[config.mk]
export PLATFORM = sky130hd
export DESIGN_NAME = coprosit_issue_ctrl_flat
export DESIGN_NICKNAME = d
export VERILOG_FILES = /design/src/rtl/coprosit_pkg.sv /design/src/rtl/coprosit_issue_ctrl_if.sv /design/src/rtl/coprosit_scoreboard.sv /design/src/rtl/coprosit_issue_ctrl.sv /design/src/flat_wrapper.sv
export SDC_FILE = /design/constraint.sdc
export NUM_CORES = 1
export LEC_CHECK = 0
export ABC_AREA = 1
export BUFFER_PORTS_ARGS = -buffer_cell sky130_fd_sc_hd__buf_2
export CORE_UTILIZATION = 60
export CTS_CLUSTER_SIZE = 16
export DETAILED_ROUTE_END_ITERATION = 10
export GPL_TIMING_DRIVEN = 0
export HOLD_SLACK_MARGIN = 0.03
export MAX_ROUTING_LAYER = met4
export PLACE_DENSITY = 0.85
export SETUP_SLACK_MARGIN = 0.5
export SLEW_MARGIN = 0
export SYNTH_ARGS = -nofsm -noshare
export SYNTH_HDL_FRONTEND = slang
export SYNTH_SLANG_ARGS = --single-unit
[constraint.sdc]
create_clock -name clk_i -period 3.34 [get_ports clk_i]
set_input_delay 0.167 -clock clk_i [delete_from_list [all_inputs] [get_ports clk_i]]
set_output_delay 0.167 -clock clk_i [all_outputs]
set_load 0.02 [all_outputs]
[src/rtl/coprosit_pkg.sv]
// Shared types and constants for the Coprosit posit coprocessor issue path.
// Optional quire scoreboarding is selected with the COPROSIT_QUIRE_EN macro.
package coprosit_pkg;

    localparam int unsigned NUM_PREGS    = 32;
    localparam int unsigned PREG_IDX_W   = $clog2(NUM_PREGS);
    // Widest offload id the issue path can carry; narrower ids are zero-extended.
    localparam int unsigned MAX_ID_WIDTH = 16;

    typedef enum logic [1:0] {
        IDLE  = 2'd0,
        WAIT  = 2'd1,
        ISSUE = 2'd2
    } issue_state_e;

    typedef struct packed {
        logic [4:0]              op;
        logic [PREG_IDX_W-1:0]   rd;
        logic [PREG_IDX_W-1:0]   rs1;
        logic [PREG_IDX_W-1:0]   rs2;
        logic                    rd_we;
        logic [1:0]              rs_use;
        logic                    quire;
        logic [MAX_ID_WIDTH-1:0] id;
    } issue_req_t;

endpackage

[src/rtl/coprosit_issue_ctrl_if.sv]
// Decoder-side, execution-side and completion signals of the issue controller.
// The slave modport is the controller's view; master is the environment's view.
interface coprosit_issue_ctrl_if #(
    parameter int unsigned ID_WIDTH = 4
);

    logic                in_valid_i;
    logic                in_ready_o;
    logic [4:0]          in_op_i;
    logic [4:0]          in_rd_i;
    logic [4:0]          in_rs1_i;
    logic [4:0]          in_rs2_i;
    logic                in_rd_we_i;
    logic [1:0]          in_rs_use_i;
    logic                in_quire_i;
    logic [ID_WIDTH-1:0] in_id_i;

    logic                iss_valid_o;
    logic                iss_ready_i;
    logic [4:0]          iss_op_o;
    logic [4:0]          iss_rd_o;
    logic [4:0]          iss_rs1_o;
    logic [4:0]          iss_rs2_o;
    logic [ID_WIDTH-1:0] iss_id_o;

    logic                cpl_valid_i;
    logic [4:0]          cpl_rd_i;
    logic                cpl_rd_we_i;
    logic                cpl_quire_i;

    modport slave (
        input  in_valid_i, in_op_i, in_rd_i, in_rs1_i, in_rs2_i,
               in_rd_we_i, in_rs_use_i, in_quire_i, in_id_i,
        output in_ready_o,
        output iss_valid_o, iss_op_o, iss_rd_o, iss_rs1_o, iss_rs2_o, iss_id_o,
        input  iss_ready_i,
        input  cpl_valid_i, cpl_rd_i, cpl_rd_we_i, cpl_quire_i
    );

    modport master (
        output in_valid_i, in_op_i, in_rd_i, in_rs1_i, in_rs2_i,
               in_rd_we_i, in_rs_use_i, in_quire_i, in_id_i,
        input  in_ready_o,
        input  iss_valid_o, iss_op_o, iss_rd_o, iss_rs1_o, iss_rs2_o, iss_id_o,
        output iss_ready_i,
        output cpl_valid_i, cpl_rd_i, cpl_rd_we_i, cpl_quire_i
    );

endinterface

[src/rtl/coprosit_scoreboard.sv]
// Posit-register / quire busy tracking and in-flight counter for the issue controller.
// Quire tracking exists only when COPROSIT_QUIRE_EN is defined.
module coprosit_scoreboard
    import coprosit_pkg::*;
#(
    parameter int unsigned MAX_OUTSTANDING = 4
) (
    input  logic                  clk_i,
    input  logic                  rst_i,
    input  issue_req_t            req_i,
    output logic                  hazard_o,
    input  logic                  set_i,
    input  logic                  clr_i,
    input  logic [PREG_IDX_W-1:0] clr_rd_i,
    input  logic                  clr_rd_we_i,
    input  logic                  clr_quire_i,
    output logic                  underflow_o,
    output logic                  outst_nz_o
);

    localparam int unsigned      CNT_W   = $clog2(MAX_OUTSTANDING + 1);
    localparam logic [CNT_W-1:0] CNT_MAX = CNT_W'(MAX_OUTSTANDING);
    localparam logic [CNT_W-1:0] CNT_ONE = CNT_W'(1);

    logic [NUM_PREGS-1:0] pbusy_q, pbusy_d;
    logic [CNT_W-1:0]     outst_q, outst_d;
    logic                 dec;
    logic                 quire_hazard;

`ifdef COPROSIT_QUIRE_EN
    logic qbusy_q, qbusy_d;

    assign quire_hazard = req_i.quire && qbusy_q;

    always_comb begin
        qbusy_d = qbusy_q;
        if (set_i && req_i.quire) qbusy_d = 1'b1;
        if (dec && clr_quire_i)   qbusy_d = 1'b0;
    end

    always_ff @(posedge clk_i) begin
        if (rst_i) qbusy_q <= 1'b0;
        else       qbusy_q <= qbusy_d;
    end

    logic unused_req;
    assign unused_req = ^{req_i.op, req_i.id};
`else
    assign quire_hazard = 1'b0;

    logic unused_req;
    assign unused_req = ^{req_i.op, req_i.id, req_i.quire, clr_quire_i};
`endif

    assign hazard_o = (req_i.rs_use[0] && pbusy_q[req_i.rs1])
                   || (req_i.rs_use[1] && pbusy_q[req_i.rs2])
                   || (req_i.rd_we     && pbusy_q[req_i.rd])
                   || quire_hazard
                   || (outst_q == CNT_MAX);

    // A completion arriving with nothing in flight is discarded entirely.
    assign dec         = clr_i && (outst_q != '0);
    assign underflow_o = clr_i && (outst_q == '0);
    assign outst_nz_o  = (outst_q != '0);

    // NOTE: every always_comb output gets a default first so no path leaves it unassigned (no latch).
    always_comb begin
        pbusy_d = pbusy_q;
        if (set_i && req_i.rd_we) pbusy_d[req_i.rd] = 1'b1;
        if (dec && clr_rd_we_i)   pbusy_d[clr_rd_i] = 1'b0;

        outst_d = outst_q;
        unique case ({set_i, dec})
            2'b10:   outst_d = outst_q + CNT_ONE;
            2'b01:   outst_d = outst_q - CNT_ONE;
            default: outst_d = outst_q;
        endcase
    end

    // NOTE: state registers use non-blocking assignment so all flops update from pre-edge values.
    always_ff @(posedge clk_i) begin
        if (rst_i) begin
            pbusy_q <= '0;
            outst_q <= '0;
        end else begin
            pbusy_q <= pbusy_d;
            outst_q <= outst_d;
        end
    end

endmodule

[src/rtl/coprosit_issue_ctrl.sv]
// In-order single-entry issue controller between the offload decoder and the posit unit.
// Define COPROSIT_QUIRE_EN to scoreboard quire instructions; otherwise they are dropped with err_o.
module coprosit_issue_ctrl
    import coprosit_pkg::*;
#(
    parameter int unsigned MAX_OUTSTANDING = 4,
    parameter int unsigned ID_WIDTH        = 4   // must not exceed MAX_ID_WIDTH
) (
    input  logic                 clk_i,
    input  logic                 rst_i,
    coprosit_issue_ctrl_if.slave bus_if,
    output logic                 busy_o,
    output logic                 err_o
);

    issue_state_e state_q, state_d;
    issue_req_t   req_q, req_d;
    logic         err_q, err_d;

    logic hazard;
    logic issue_hs;
    logic underflow;
    logic outst_nz;

    assign issue_hs = (state_q == ISSUE) && bus_if.iss_ready_i;

    coprosit_scoreboard #(
        .MAX_OUTSTANDING (MAX_OUTSTANDING)
    ) u_sb (
        .clk_i       (clk_i),
        .rst_i       (rst_i),
        .req_i       (req_q),
        .hazard_o    (hazard),
        .set_i       (issue_hs),
        .clr_i       (bus_if.cpl_valid_i),
        .clr_rd_i    (bus_if.cpl_rd_i),
        .clr_rd_we_i (bus_if.cpl_rd_we_i),
        .clr_quire_i (bus_if.cpl_quire_i),
        .underflow_o (underflow),
        .outst_nz_o  (outst_nz)
    );

    always_ff @(posedge clk_i) begin
        if (rst_i) begin
            state_q <= IDLE;
            req_q   <= '0;
            err_q   <= 1'b0;
        end else begin
            state_q <= state_d;
            req_q   <= req_d;
            err_q   <= err_d;
        end
    end

    always_comb begin
        state_d = state_q;
        req_d   = req_q;
        err_d   = err_q | underflow;
        unique case (state_q)
            IDLE: begin
                if (bus_if.in_valid_i) begin
                    req_d.op     = bus_if.in_op_i;
                    req_d.rd     = bus_if.in_rd_i;
                    req_d.rs1    = bus_if.in_rs1_i;
                    req_d.rs2    = bus_if.in_rs2_i;
                    req_d.rd_we  = bus_if.in_rd_we_i;
                    req_d.rs_use = bus_if.in_rs_use_i;
                    req_d.quire  = bus_if.in_quire_i;
                    req_d.id     = MAX_ID_WIDTH'(bus_if.in_id_i);
                    state_d      = WAIT;
                end
            end
            WAIT: begin
`ifdef COPROSIT_QUIRE_EN
                if (!hazard) state_d = ISSUE;
`else
                // Without quire hardware the instruction cannot execute: drop it and flag.
                if (req_q.quire) begin
                    state_d = IDLE;
                    err_d   = 1'b1;
                end else if (!hazard) begin
                    state_d = ISSUE;
                end
`endif
            end
            ISSUE: begin
                if (bus_if.iss_ready_i) state_d = IDLE;
            end
            default: state_d = IDLE;
        endcase
    end

    // Handshake outputs decode the state register only; rst_i masks ready during reset.
    always_comb begin
        bus_if.in_ready_o  = (state_q == IDLE) && !rst_i;
        bus_if.iss_valid_o = (state_q == ISSUE);
    end

    assign bus_if.iss_op_o  = req_q.op;
    assign bus_if.iss_rd_o  = req_q.rd;
    assign bus_if.iss_rs1_o = req_q.rs1;
    assign bus_if.iss_rs2_o = req_q.rs2;
    assign bus_if.iss_id_o  = req_q.id[ID_WIDTH-1:0];

    logic unused_id;
    assign unused_id = ^req_q.id;

    assign busy_o = (state_q != IDLE) || outst_nz;
    assign err_o  = err_q;

endmodule
[src/flat_wrapper.sv]
// flat-port wrapper written by rule: the top's interface ports become plain ports
module coprosit_issue_ctrl_flat import coprosit_pkg::*;
#(
    parameter int unsigned MAX_OUTSTANDING = 4,
    parameter int unsigned ID_WIDTH        = 4                                  
)
  (clk_i, rst_i, busy_o, err_o, bus_if_in_valid_i, bus_if_in_op_i, bus_if_in_rd_i, bus_if_in_rs1_i, bus_if_in_rs2_i, bus_if_in_rd_we_i, bus_if_in_rs_use_i, bus_if_in_quire_i, bus_if_in_id_i, bus_if_in_ready_o, bus_if_iss_valid_o, bus_if_iss_op_o, bus_if_iss_rd_o, bus_if_iss_rs1_o, bus_if_iss_rs2_o, bus_if_iss_id_o, bus_if_iss_ready_i, bus_if_cpl_valid_i, bus_if_cpl_rd_i, bus_if_cpl_rd_we_i, bus_if_cpl_quire_i);
  coprosit_issue_ctrl_if #(.ID_WIDTH(ID_WIDTH)) bus_if_i ();
  input  logic clk_i;
  input  logic rst_i;
  output logic busy_o;
  output logic err_o;
  input wire logic [$bits(bus_if_i.in_valid_i)-1:0] bus_if_in_valid_i;
  input wire logic [$bits(bus_if_i.in_op_i)-1:0] bus_if_in_op_i;
  input wire logic [$bits(bus_if_i.in_rd_i)-1:0] bus_if_in_rd_i;
  input wire logic [$bits(bus_if_i.in_rs1_i)-1:0] bus_if_in_rs1_i;
  input wire logic [$bits(bus_if_i.in_rs2_i)-1:0] bus_if_in_rs2_i;
  input wire logic [$bits(bus_if_i.in_rd_we_i)-1:0] bus_if_in_rd_we_i;
  input wire logic [$bits(bus_if_i.in_rs_use_i)-1:0] bus_if_in_rs_use_i;
  input wire logic [$bits(bus_if_i.in_quire_i)-1:0] bus_if_in_quire_i;
  input wire logic [$bits(bus_if_i.in_id_i)-1:0] bus_if_in_id_i;
  output wire logic [$bits(bus_if_i.in_ready_o)-1:0] bus_if_in_ready_o;
  output wire logic [$bits(bus_if_i.iss_valid_o)-1:0] bus_if_iss_valid_o;
  output wire logic [$bits(bus_if_i.iss_op_o)-1:0] bus_if_iss_op_o;
  output wire logic [$bits(bus_if_i.iss_rd_o)-1:0] bus_if_iss_rd_o;
  output wire logic [$bits(bus_if_i.iss_rs1_o)-1:0] bus_if_iss_rs1_o;
  output wire logic [$bits(bus_if_i.iss_rs2_o)-1:0] bus_if_iss_rs2_o;
  output wire logic [$bits(bus_if_i.iss_id_o)-1:0] bus_if_iss_id_o;
  input wire logic [$bits(bus_if_i.iss_ready_i)-1:0] bus_if_iss_ready_i;
  input wire logic [$bits(bus_if_i.cpl_valid_i)-1:0] bus_if_cpl_valid_i;
  input wire logic [$bits(bus_if_i.cpl_rd_i)-1:0] bus_if_cpl_rd_i;
  input wire logic [$bits(bus_if_i.cpl_rd_we_i)-1:0] bus_if_cpl_rd_we_i;
  input wire logic [$bits(bus_if_i.cpl_quire_i)-1:0] bus_if_cpl_quire_i;
  assign bus_if_i.in_valid_i = bus_if_in_valid_i;
  assign bus_if_i.in_op_i = bus_if_in_op_i;
  assign bus_if_i.in_rd_i = bus_if_in_rd_i;
  assign bus_if_i.in_rs1_i = bus_if_in_rs1_i;
  assign bus_if_i.in_rs2_i = bus_if_in_rs2_i;
  assign bus_if_i.in_rd_we_i = bus_if_in_rd_we_i;
  assign bus_if_i.in_rs_use_i = bus_if_in_rs_use_i;
  assign bus_if_i.in_quire_i = bus_if_in_quire_i;
  assign bus_if_i.in_id_i = bus_if_in_id_i;
  assign bus_if_in_ready_o = bus_if_i.in_ready_o;
  assign bus_if_iss_valid_o = bus_if_i.iss_valid_o;
  assign bus_if_iss_op_o = bus_if_i.iss_op_o;
  assign bus_if_iss_rd_o = bus_if_i.iss_rd_o;
  assign bus_if_iss_rs1_o = bus_if_i.iss_rs1_o;
  assign bus_if_iss_rs2_o = bus_if_i.iss_rs2_o;
  assign bus_if_iss_id_o = bus_if_i.iss_id_o;
  assign bus_if_i.iss_ready_i = bus_if_iss_ready_i;
  assign bus_if_i.cpl_valid_i = bus_if_cpl_valid_i;
  assign bus_if_i.cpl_rd_i = bus_if_cpl_rd_i;
  assign bus_if_i.cpl_rd_we_i = bus_if_cpl_rd_we_i;
  assign bus_if_i.cpl_quire_i = bus_if_cpl_quire_i;
  coprosit_issue_ctrl #(.MAX_OUTSTANDING(MAX_OUTSTANDING), .ID_WIDTH(ID_WIDTH)) u_core (.clk_i(clk_i), .rst_i(rst_i), .bus_if(bus_if_i), .busy_o(busy_o), .err_o(err_o));
endmodule
==> run summary <==
The flow ran to the end, and the final reports show no timing, DRC or antenna violations. The clock tree buffer depth is 2. The netlist area before placement is 3780 um^2. Setup repair after global routing left no endpoint under its margin. The hold violation count in the final report is 0.

The utilization of the core after routing came out at 0.737. The sum of negative setup slack is 0 ns. The fmax came out at roughly 0.52 GHz. The count of vias placed by the detailed router came out at between 4k and 5k. The clock-pin slew on the worst setup and hold paths is ~0.080 ns. The completed layout was analyzed and its total power is roughly 0.0022 W. Buffers placed on the I/O ports in this run total between 60 and 70. The slew at the pin closest to its max-slew limit is 0.667 ns. The power per standard cell area is 501 nW/um^2. sky130_fd_sc_hd__dfxtp_1 takes more of the synthesized area than any other cell. The portion of total power attributed to the clock network came out at 0.340. STA puts the critical path data arrival time at 2.16 ns. Buffers inserted to repair hold after CTS numbered 0.

Summed over all nets, the half-perimeter wirelength after detailed placement is roughly 8600 um. The detailed-route wire length came out at 11,800 um. The clock latency at the later pin of the worst-skew pair came out at roughly 0.35 ns. The final weighted congestion of routability-driven global placement is 1.04.

CTS built an H-tree with a depth of 3. The max-capacitance violation count is 0. The number of flip-flops and latches in the synthesized netlist came out at 66. In the synthesized netlist, the cells that appear most often are 165 x sky130_fd_sc_hd__nand2_1, 75 x sky130_fd_sc_hd__nor2_1, 66 x sky130_fd_sc_hd__dfxtp_1, 60 x sky130_fd_sc_hd__o21ai_0, 55 x sky130_fd_sc_hd__a21oi_1. The synthesized net count is between 600 and 700. The period utilization came out at 0.574. The number of synthesized flops with an enable pin is 0.

After the first detailed-routing iteration, the DRC count stood at around 310. STA classifies the critical path endpoint as a flop. The headroom to the max-slew limit is 0.551.

At the placement stage, the worst setup path has a slack of roughly 1.5 ns. The cell count after placement is 733. The share of total power in sequential cells is 0.404. Of the post-synthesis cell area, the dominant cell type holds 0.350. Row generation in the floorplan step produced 28 rows. The first detailed-routing pass ran for 5 iterations. By area the synthesized netlist is led by sky130_fd_sc_hd__dfxtp_1 35%, sky130_fd_sc_hd__nand2_1 16%, sky130_fd_sc_hd__o21ai_0 8.0%. The switching power came out at ~0.00074 W. Entering global routing, the biggest net connects 12 pins. The remaining number of nets flagged by the antenna check after routing is 0.

The fraction of synthesis flops using an asynchronous set or reset pin came out at 0. In this run the static leakage power is 1.99 nW. The y dimension of the die is 81.3 um. In the global route stage, overall resource usage came out at 0.377. The largest vdd supply drop is 0.385 mV. The horizontal die dimension came out at 81.3 um. The maximum clock skew at final layout came out at approximately 0.013 ns. The post-route minimum period is about 1.9 ns. The top-level port count came out at 68. The gate count of the mapped netlist came out at about 600. The post-route non-filler standard cell count is about 750. The wire length of the first global-routing pass came out at between 15,000 and 20,000 um. The most used flip-flop cell after synthesis is sky130_fd_sc_hd__dfxtp_1. The number of sinks driven by the clock tree came out at 66. Along the worst path, the maximum fanout reaches 4. The via count of the first global-routing pass is 3,788. The part of the Yosys area used for sequential elements came out at 0.350.

The number of warnings issued by yosys is 0. Among all cell types in the netlist, the one instantiated most often is sky130_fd_sc_hd__nand2_1. The aggregate global routing overflow is 0. Clock tree synthesis selected as its root buffer the cell sky130_fd_sc_hd__clkbuf_8. STA classifies the critical path startpoint as a flop. The routed wirelength normalized by instance count came out at roughly 16 um. The number of cells upsized or downsized after cts came out at 0. The least setup slack across all paths after layout is between 1 and 1.5 ns. The number of different library cells used by synthesis comes to 26.

Post-CTS timing repair inserted 0 buffers for setup. The critical path is of the flop to flop type. The number of antenna violations at the first check in global routing came to 0. The count of unresolved DRC violations after routing came out at 0.

The final-report setup violation count came out at 0. The number of max-slew violations in the final report was 0. The repair_antennas step left the layout with diodes totalling 0. The core region is about 6000 um^2. The layout overhead on the synthesized area came out at 17.0%. The internal power is between 0.001 and 0.0015 W. The fraction of layout instances using a drive strength above 1 came out at 0.207. The mean instance size in the synthesized netlist is between 6 and 7 um^2. The routed via count divided by cell count came out at slightly below 6.

For this configuration, the core starts out at a cell density of 0.630. The path type of the worst min-delay path is input port to flop. TritonCTS built the clock tree.

The floorplan step defined a die boundary enclosing 6610 um^2. The endpoint required time on the critical path is between 3 and 4 ns. TritonCTS created 9 clock buffers. The number of nets in the final layout is 711. The switching share of total power is 0.333. The proportion of power drawn by combinational gates is 0.256.
logic make-up after synthesis:
group | share of synthesized area
compound gates | 0.164
fa+ha+maj | 0.00861
buf+inv | 0.110
flops | 0.350
simple gates | 0.367
power groups by stage:
stage / Sequential (W) / Combinational [W] / Clock [W]
3_5_place_dp: 0.000911 / 0.000554 / 0
4_1_cts: 0.000894 / 0.000558 / 0.000748
5_1_grt: 0.000902 / 0.000621 / 0.000782
3_3_place_gp: 0.000907 / 0.000544 / 0
6_report: 0.000895 / 0.000565 / 0.000752
2_1_floorplan: 0.000898 / 0.000397 / 0
metrics by stage:
step | hold slack [ns] | area (um^2)
after CTS | 0.0337 | 4420
final | 0.0424 | 4420
after detailed placement | 0.387 | 4200
after global placement | 0.390 | 4200
after floorplan | 0.246 | 3780
after global routing | 0.0396 | 4420
final timing paths:
path | start | to | slack, ns | cells after the start
worst max-delay path | u_core.u_sb.outst_q[1] | u_core.u_sb.outst_q[2] | 1.42 | 9
worst min-delay path | rst_i | u_core.u_sb.pbusy_q[23] | 0.04 | 2
worst max register to register | u_core.u_sb.outst_q[1] | u_core.u_sb.outst_q[2] | 1.42 | 9
worst min register to register | u_core.bus_if.iss_op_o[2] | u_core.bus_if.iss_op_o[2] | 0.50 | 2
per-layer routing:
metal  global-route usage  routed length (um)  vias up
met1                0.470                4640     1924
met3               0.0685                1380       43
met2                0.587                5350      278
met5                    -                   0        -
met4                0.179                 385        0
li1                     -                   -     2089
cells in the final DEF, fill, tap and decap left out:
cell / netlist / final
sky130_fd_sc_hd__nand2_1: 165 / 165
sky130_fd_sc_hd__nor2_1: 75 / 75
sky130_fd_sc_hd__buf_2: 8 / 74
sky130_fd_sc_hd__dfxtp_1: 66 / 66
sky130_fd_sc_hd__o21ai_0: 60 / 60
sky130_fd_sc_hd__a21oi_1: 55 / 55
sky130_fd_sc_hd__nand3_1: 51 / 51
sky130_fd_sc_hd__buf_4: 27 / 27
sky130_fd_sc_hd__inv_1: 22 / 22
sky130_fd_sc_hd__nor3_1: 13 / 13
sky130_fd_sc_hd__clkbuf_1: 12 / 12
sky130_fd_sc_hd__clkbuf_8: 0 / 10
sky130_fd_sc_hd__inv_2: 9 / 9
sky130_fd_sc_hd__nor3_2: 9 / 9
sky130_fd_sc_hd__nand4_1: 5 / 5
sky130_fd_sc_hd__a31oi_1: 3 / 3
sky130_fd_sc_hd__o21ai_1: 2 / 2
sky130_fd_sc_hd__clkinv_2: 0 / 2
sky130_fd_sc_hd__bufinv_16: 0 / 2
sky130_fd_sc_hd__nor2_2: 1 / 1
sky130_fd_sc_hd__or2_2: 1 / 1
sky130_fd_sc_hd__nand3_2: 1 / 1
sky130_fd_sc_hd__nor3_4: 1 / 1
sky130_fd_sc_hd__nor4_1: 1 / 1
sky130_fd_sc_hd__buf_6: 1 / 1
sky130_fd_sc_hd__o22ai_1: 1 / 1
sky130_fd_sc_hd__a221oi_1: 1 / 1
sky130_fd_sc_hd__fa_1: 1 / 1
sky130_fd_sc_hd__ha_1: 1 / 1
sky130_fd_sc_hd__clkinv_4: 0 / 1
worst max-delay path: stages (launching register included):
cell                      delay, ns
sky130_fd_sc_hd__dfxtp_1       0.38
sky130_fd_sc_hd__nor3_1        0.09
sky130_fd_sc_hd__nor2_1        0.22
sky130_fd_sc_hd__ha_1          0.19
sky130_fd_sc_hd__inv_1         0.06
sky130_fd_sc_hd__fa_1          0.37
sky130_fd_sc_hd__a21oi_1       0.15
sky130_fd_sc_hd__o21ai_0       0.12
sky130_fd_sc_hd__o21ai_0       0.16
sky130_fd_sc_hd__a21oi_1       0.06
state kept, by name, indices dropped and copies added (netlist names):
register / count
u_core.state_q: 2
u_core.req_q: 4
u_core.bus_if.iss_rs1_o: 5
u_core.u_sb.pbusy_q: 32
u_core.u_sb.outst_q: 3
u_core.err_o: 1
u_core.bus_if.iss_op_o: 5
u_core.bus_if.iss_rs2_o: 5
u_core.bus_if.iss_rd_o: 5
u_core.bus_if.iss_id_o: 4
layout make-up:
type,count,area (um^2)
fillers,518,1570
inverters,31,116
clock buffers,10,138
multi-input cells,447,2040
clock inverters,5,78.8
plain buffers,48,299
flip-flops and latches,66,1320
well taps,75,93.8
repair buffers,66,330
Note: power is estimated with default switching activity, not from simulation.
